## config.mk

```make
export PLATFORM = sky130hd
export DESIGN_NAME = cdpga_h_tick_div
export DESIGN_NICKNAME = d
export VERILOG_FILES = /design/src/rtl/cdpga_h_tick_div.sv
export SDC_FILE = /design/constraint.sdc
export NUM_CORES = 1
export LEC_CHECK = 0
export ABC_AREA = 1
export BUFFER_PORTS_ARGS = -buffer_cell sky130_fd_sc_hd__buf_2
export CAP_MARGIN = 0
export CORE_AREA = 5 5 42 44
export DETAILED_ROUTE_END_ITERATION = 12
export DIE_AREA = 0 0 47 49
export PLACE_DENSITY_LB_ADDON = 0.05
export SETUP_SLACK_MARGIN = 0.02
export SLEW_MARGIN = 30
export SYNTH_ARGS = -nofsm -noshare
export SYNTH_HDL_FRONTEND = slang
export SYNTH_SLANG_ARGS = --single-unit
export TNS_END_PERCENT = 50
```

## constraint.sdc

```tcl
create_clock -name clk -period 1 [get_ports clk]
set_input_delay 0.2 -clock clk [delete_from_list [all_inputs] [get_ports clk]]
set_output_delay 0.2 -clock clk [all_outputs]
set_load 0.1 [all_outputs]
```

## src/rtl/cdpga_h_tick_div.sv

```systemverilog
// Prescaler for the pattern sequencer: one-cycle tick every TICK_DIV clk cycles.
module cdpga_h_tick_div #(
   parameter int TICK_DIV = 250
) (
   input  logic clk,
   input  logic rst,
   output logic tick
);

   // A single-state counter still needs one bit; with TICK_DIV = 1 it stays at 0 and tick is constant.
   localparam int DIV_W = (TICK_DIV > 1) ? $clog2(TICK_DIV) : 1;
   localparam logic [DIV_W-1:0] DIV_LAST = DIV_W'(TICK_DIV - 1);

   logic [DIV_W-1:0] div;

   always_ff @(posedge clk) begin
      if (rst) begin
         div <= '0;
      end else if (div == DIV_LAST) begin
         div <= '0;
      end else begin
         div <= div + 1'b1;
      end
   end

   assign tick = (div == DIV_LAST);

endmodule

```

======== Yosys cells after proc, flatten, opt, wreduce, memory -nomap -nowiden ========
Cells that the tools add are included.
Widths: inputs -> output; s select.
storage, ports and cells
  register bits ........................... 8
  logic and storage cells ................. 4
  bits of input ports ..................... 2
operators by class
  equality and inequality tests ........... 1
  add/subtract/negate cells ............... 1
  reduce and logical (&&, ||, !) cells .... 1
operators with widths
  cell                 number
  $add 8x1->8 const B  1
  $eq 8x8->1 const B   1
  $reduce_or 2->1      1

======== Logic depth before layout (Yosys ltp) ========
  depth after elaboration ................. 2
  gate-level depth with buffers ........... 7
  depth with buffers taken out ............ 7

======== Least setup slack after synthesis ========
OpenSTA, ideal clock, no wires.
  path kind ............................... reg2out
  start point ............................. reg div[0]
  end point ............................... out tick
  path slack .............................. -0.535 ns
  buffers on the path ..................... 0
  stages on the path, launching flop included .. 6
  arrival ................................. 1.335 ns
  cell sequence ........................... dfxtp_1 > ha_1 > inv_1 > nor2_1 > nand2_2 > inv_1
between the ends
  cells in the longest elaborated chain, start to end .. 1
ends and longest elaborated chain
  item                      RTL line  source
  start: declaration        14        logic [DIV_W-1:0] div;
  start signal: assignment  22        div <= div + 1'b1;
  $eq 8x8->1                26        assign tick = (div == DIV_LAST);
  end: declaration          7         output logic tick
No other way between the ends.

======== Final worst setup path ========
  start point ............................. reg div[1]
  end point ............................... out tick
The elaborated chain is that of the path after synthesis.

==> results_dict.tcl <==
set metrics [dict create \
    status "finished with violations" \
    failed_checks "negative setup slack" \
    die_h_um 49 \
    ctsHtreeMaxLevel 1 \
    synth-edff-count 0 \
    die-area_um2 2300 \
    grt_pass1_wl_um 1400 \
    dp_hpwl_um 635 \
    cp.required_ns 0.80 \
    setup_violations 9 \
    grt_overflow_total 0 \
    pre_cts_ws_ns -0.139 \
    ant_nets 0 \
    fin_tns_setup_ns -0.775 \
    synth_fa_ha_area_frac 0.0641 \
    cellPowerDensity_nw_per_um2 1120 \
    synthTopCellsByCount "11 x nand2_1, 9 x inv_1, 8 x dfxtp_1, 8 x nor2_1, 4 x a21oi_1" \
    core-area_um2 1400 \
    rr_worst_depth 8 \
    place_congestion 0.754 \
    synth_largest_area_cell "dfxtp_1" \
    finClkSkew_ns 0.00463 \
    drt_iter0_drc 1 \
    largest_register "div" \
    fin_crit_sh 1.37 \
    whs_path_depth 4 \
    hold_buffers 0 \
    diodes 0 \
    leakage_nw 0.212 \
    tightest_slew_ns 0.164 \
    maxCapViolCount 0 \
    grt_max_degree 9 \
    path_max_fanout 2 \
    cp.arrival_ns 1.17 \
    vias 349 \
    synth_mux_area_frac 0 \
    worstSetupPathType "reg2out" \
    die_w_um 47 \
    setup_slack_ns -0.369 \
    track_usage 0.0861 \
    initial_core_util 0.279 \
    rsz0062_at_grt "true" \
    slew_violations 0 \
    synth_area_leaders "dfxtp_1 41%, nand2_1 11%, inv_1 8.7%" \
    synthCells 53 \
    start_kind "flip-flop" \
    clock.fmax_mhz 731 \
    end_kind "output port" \
    netlist.area_leader.share 0.410 \
    synthXorXnorAreaFrac 0.0449 \
    fp-row-count 14 \
    largest_register_ffs 8 \
    r2r_slack_ns -0.06 \
    synthFlopType "dfxtp_1" \
    clk_pin_slew_worst_paths_ns 0.06 \
    synth_seq_area_share 0.410 \
    antenna_found_initial 0 \
    yosysWarnings 0 \
    r2r_end "div[2]" \
    synth-simple-area-share 0.330 \
    nets 74 \
    drive_gt1_frac 0.456 \
    insertion_delay_ns 0.25 \
    synth_top_family_by_area "simple AND/OR/NAND/NOR gates" \
    numCtsBuffers 3 \
    io_buffers 2 \
    hold_start "rst" \
    synth_seq_cells 8 \
    root_buffer "clkbuf_4" \
    largestRegisters "div: 8 flops" \
    area_growth_pct 51.3 \
    syn_area_um2 390 \
    vias_per_cell 4.15 \
    min_path_type "in2reg" \
    fin_total_pwr_w 0.000661 \
    cts_buffer_depth 2 \
    first_pass_iters 2 \
    finalHoldViolCount 0 \
    drc_errors 0 \
    grt_pass1_vias 368 \
    synth-compound-area-share 0.0641 \
    synth-async-reset-ratio 0 \
    cts_sinks 8 \
    cts_tree "done" \
    peakVddDrop_mv 0.670 \
    synth_cell_types 14 \
    wl_per_cell_um 9.39 \
    fin_crit_ns 1.37 \
    timing.rr.start "div[1]" \
    yosysMostFrequentCell "nand2_1" \
    slew_headroom 0.890 \
    avgSynthCellArea_um2 7.37 \
    drt-total-wl_um 789 \
    ios 3 \
    syn_nets 57 \
    hold_end "div[5]" \
]
-- worst max path at each step --
stage / startpoint / slack (ns) / endpoint
after floorplan: div[1] / -0.30 / tick
after global placement: div[1] / -0.13 / tick
after detailed placement: div[1] / -0.14 / tick
after CTS: div[1] / -0.39 / tick
after global routing: div[1] / -0.45 / tick
final: div[1] / -0.37 / tick
-- repair_timing --
action	in CTS	in global routing
gates resized for setup	6	4
pin swaps	2	0
setup endpoints to repair	9	9
buffers inserted	1	0
-- layout make-up --
type | count | area [µm²]
Fill cell | 151 | 811
Multi-Input combinational cell | 36 | 244
Sequential cell | 8 | 163
Timing Repair Buffer | 12 | 104
Inverter | 9 | 37.5
Clock buffer | 3 | 22.5
Tap cell | 16 | 20.0
-- metal layers --
layer | global-route usage | wire length, µm | up-vias
met1 | 0.0973 | 325 | 155
met5 | 0 | 0 | -
li1 | - | - | 190
met3 | 0.0332 | 21 | 2
met4 | 0.0553 | 5 | 0
met2 | 0.129 | 437 | 2
-- worst max-delay path: stages (launching register included) --
cell	delay, ns
dfxtp_2	0.33
inv_2	0.04
ha_4	0.14
inv_2	0.04
nor2_2	0.03
nand2_2	0.08
clkinvlp_4	0.10
buf_12	0.17
-- report_power, final --
part	total (W)	internal, W	switching [W]
clock	0.000247	0.000137	0.000110
combinational	0.0000752	0.0000365	0.0000387
sequential	0.000339	0.000331	0.00000779
-- layout by cell type (no fill, tap or decap), drive strengths merged --
cell type / count
xor2: 1
ha: 2
a21oi: 4
xnor2: 1
dfxtp: 8
o21ai: 1
clkinvlp: 1
nor2: 9
nand3: 3
inv: 8
clkbuf: 3
nand2: 14
nand3b: 1
buf: 12
-- cells by family after synthesis --
group           after synthesis
compound gates                5
flops                         8
buf+inv                       9
simple gates                 27
xor+xnor                      2
fa+ha+maj                     2
-- metrics by stage --
| step | cells | instance area [µm²] | utilization | hold WS [ns] |
|---|---|---|---|---|
| floorplan | 53 | 409 | - | 0.408 |
| global placement | 81 | 529 | 0.378 | 0.462 |
| detailed placement | 81 | 529 | 0.378 | 0.483 |
| CTS | 84 | 578 | 0.413 | 0.280 |
| finish | 84 | 591 | 0.421 | 0.287 |
| global route | 84 | 591 | 0.421 | 0.297 |
No activity file was read; power rests on OpenSTA's default activity.
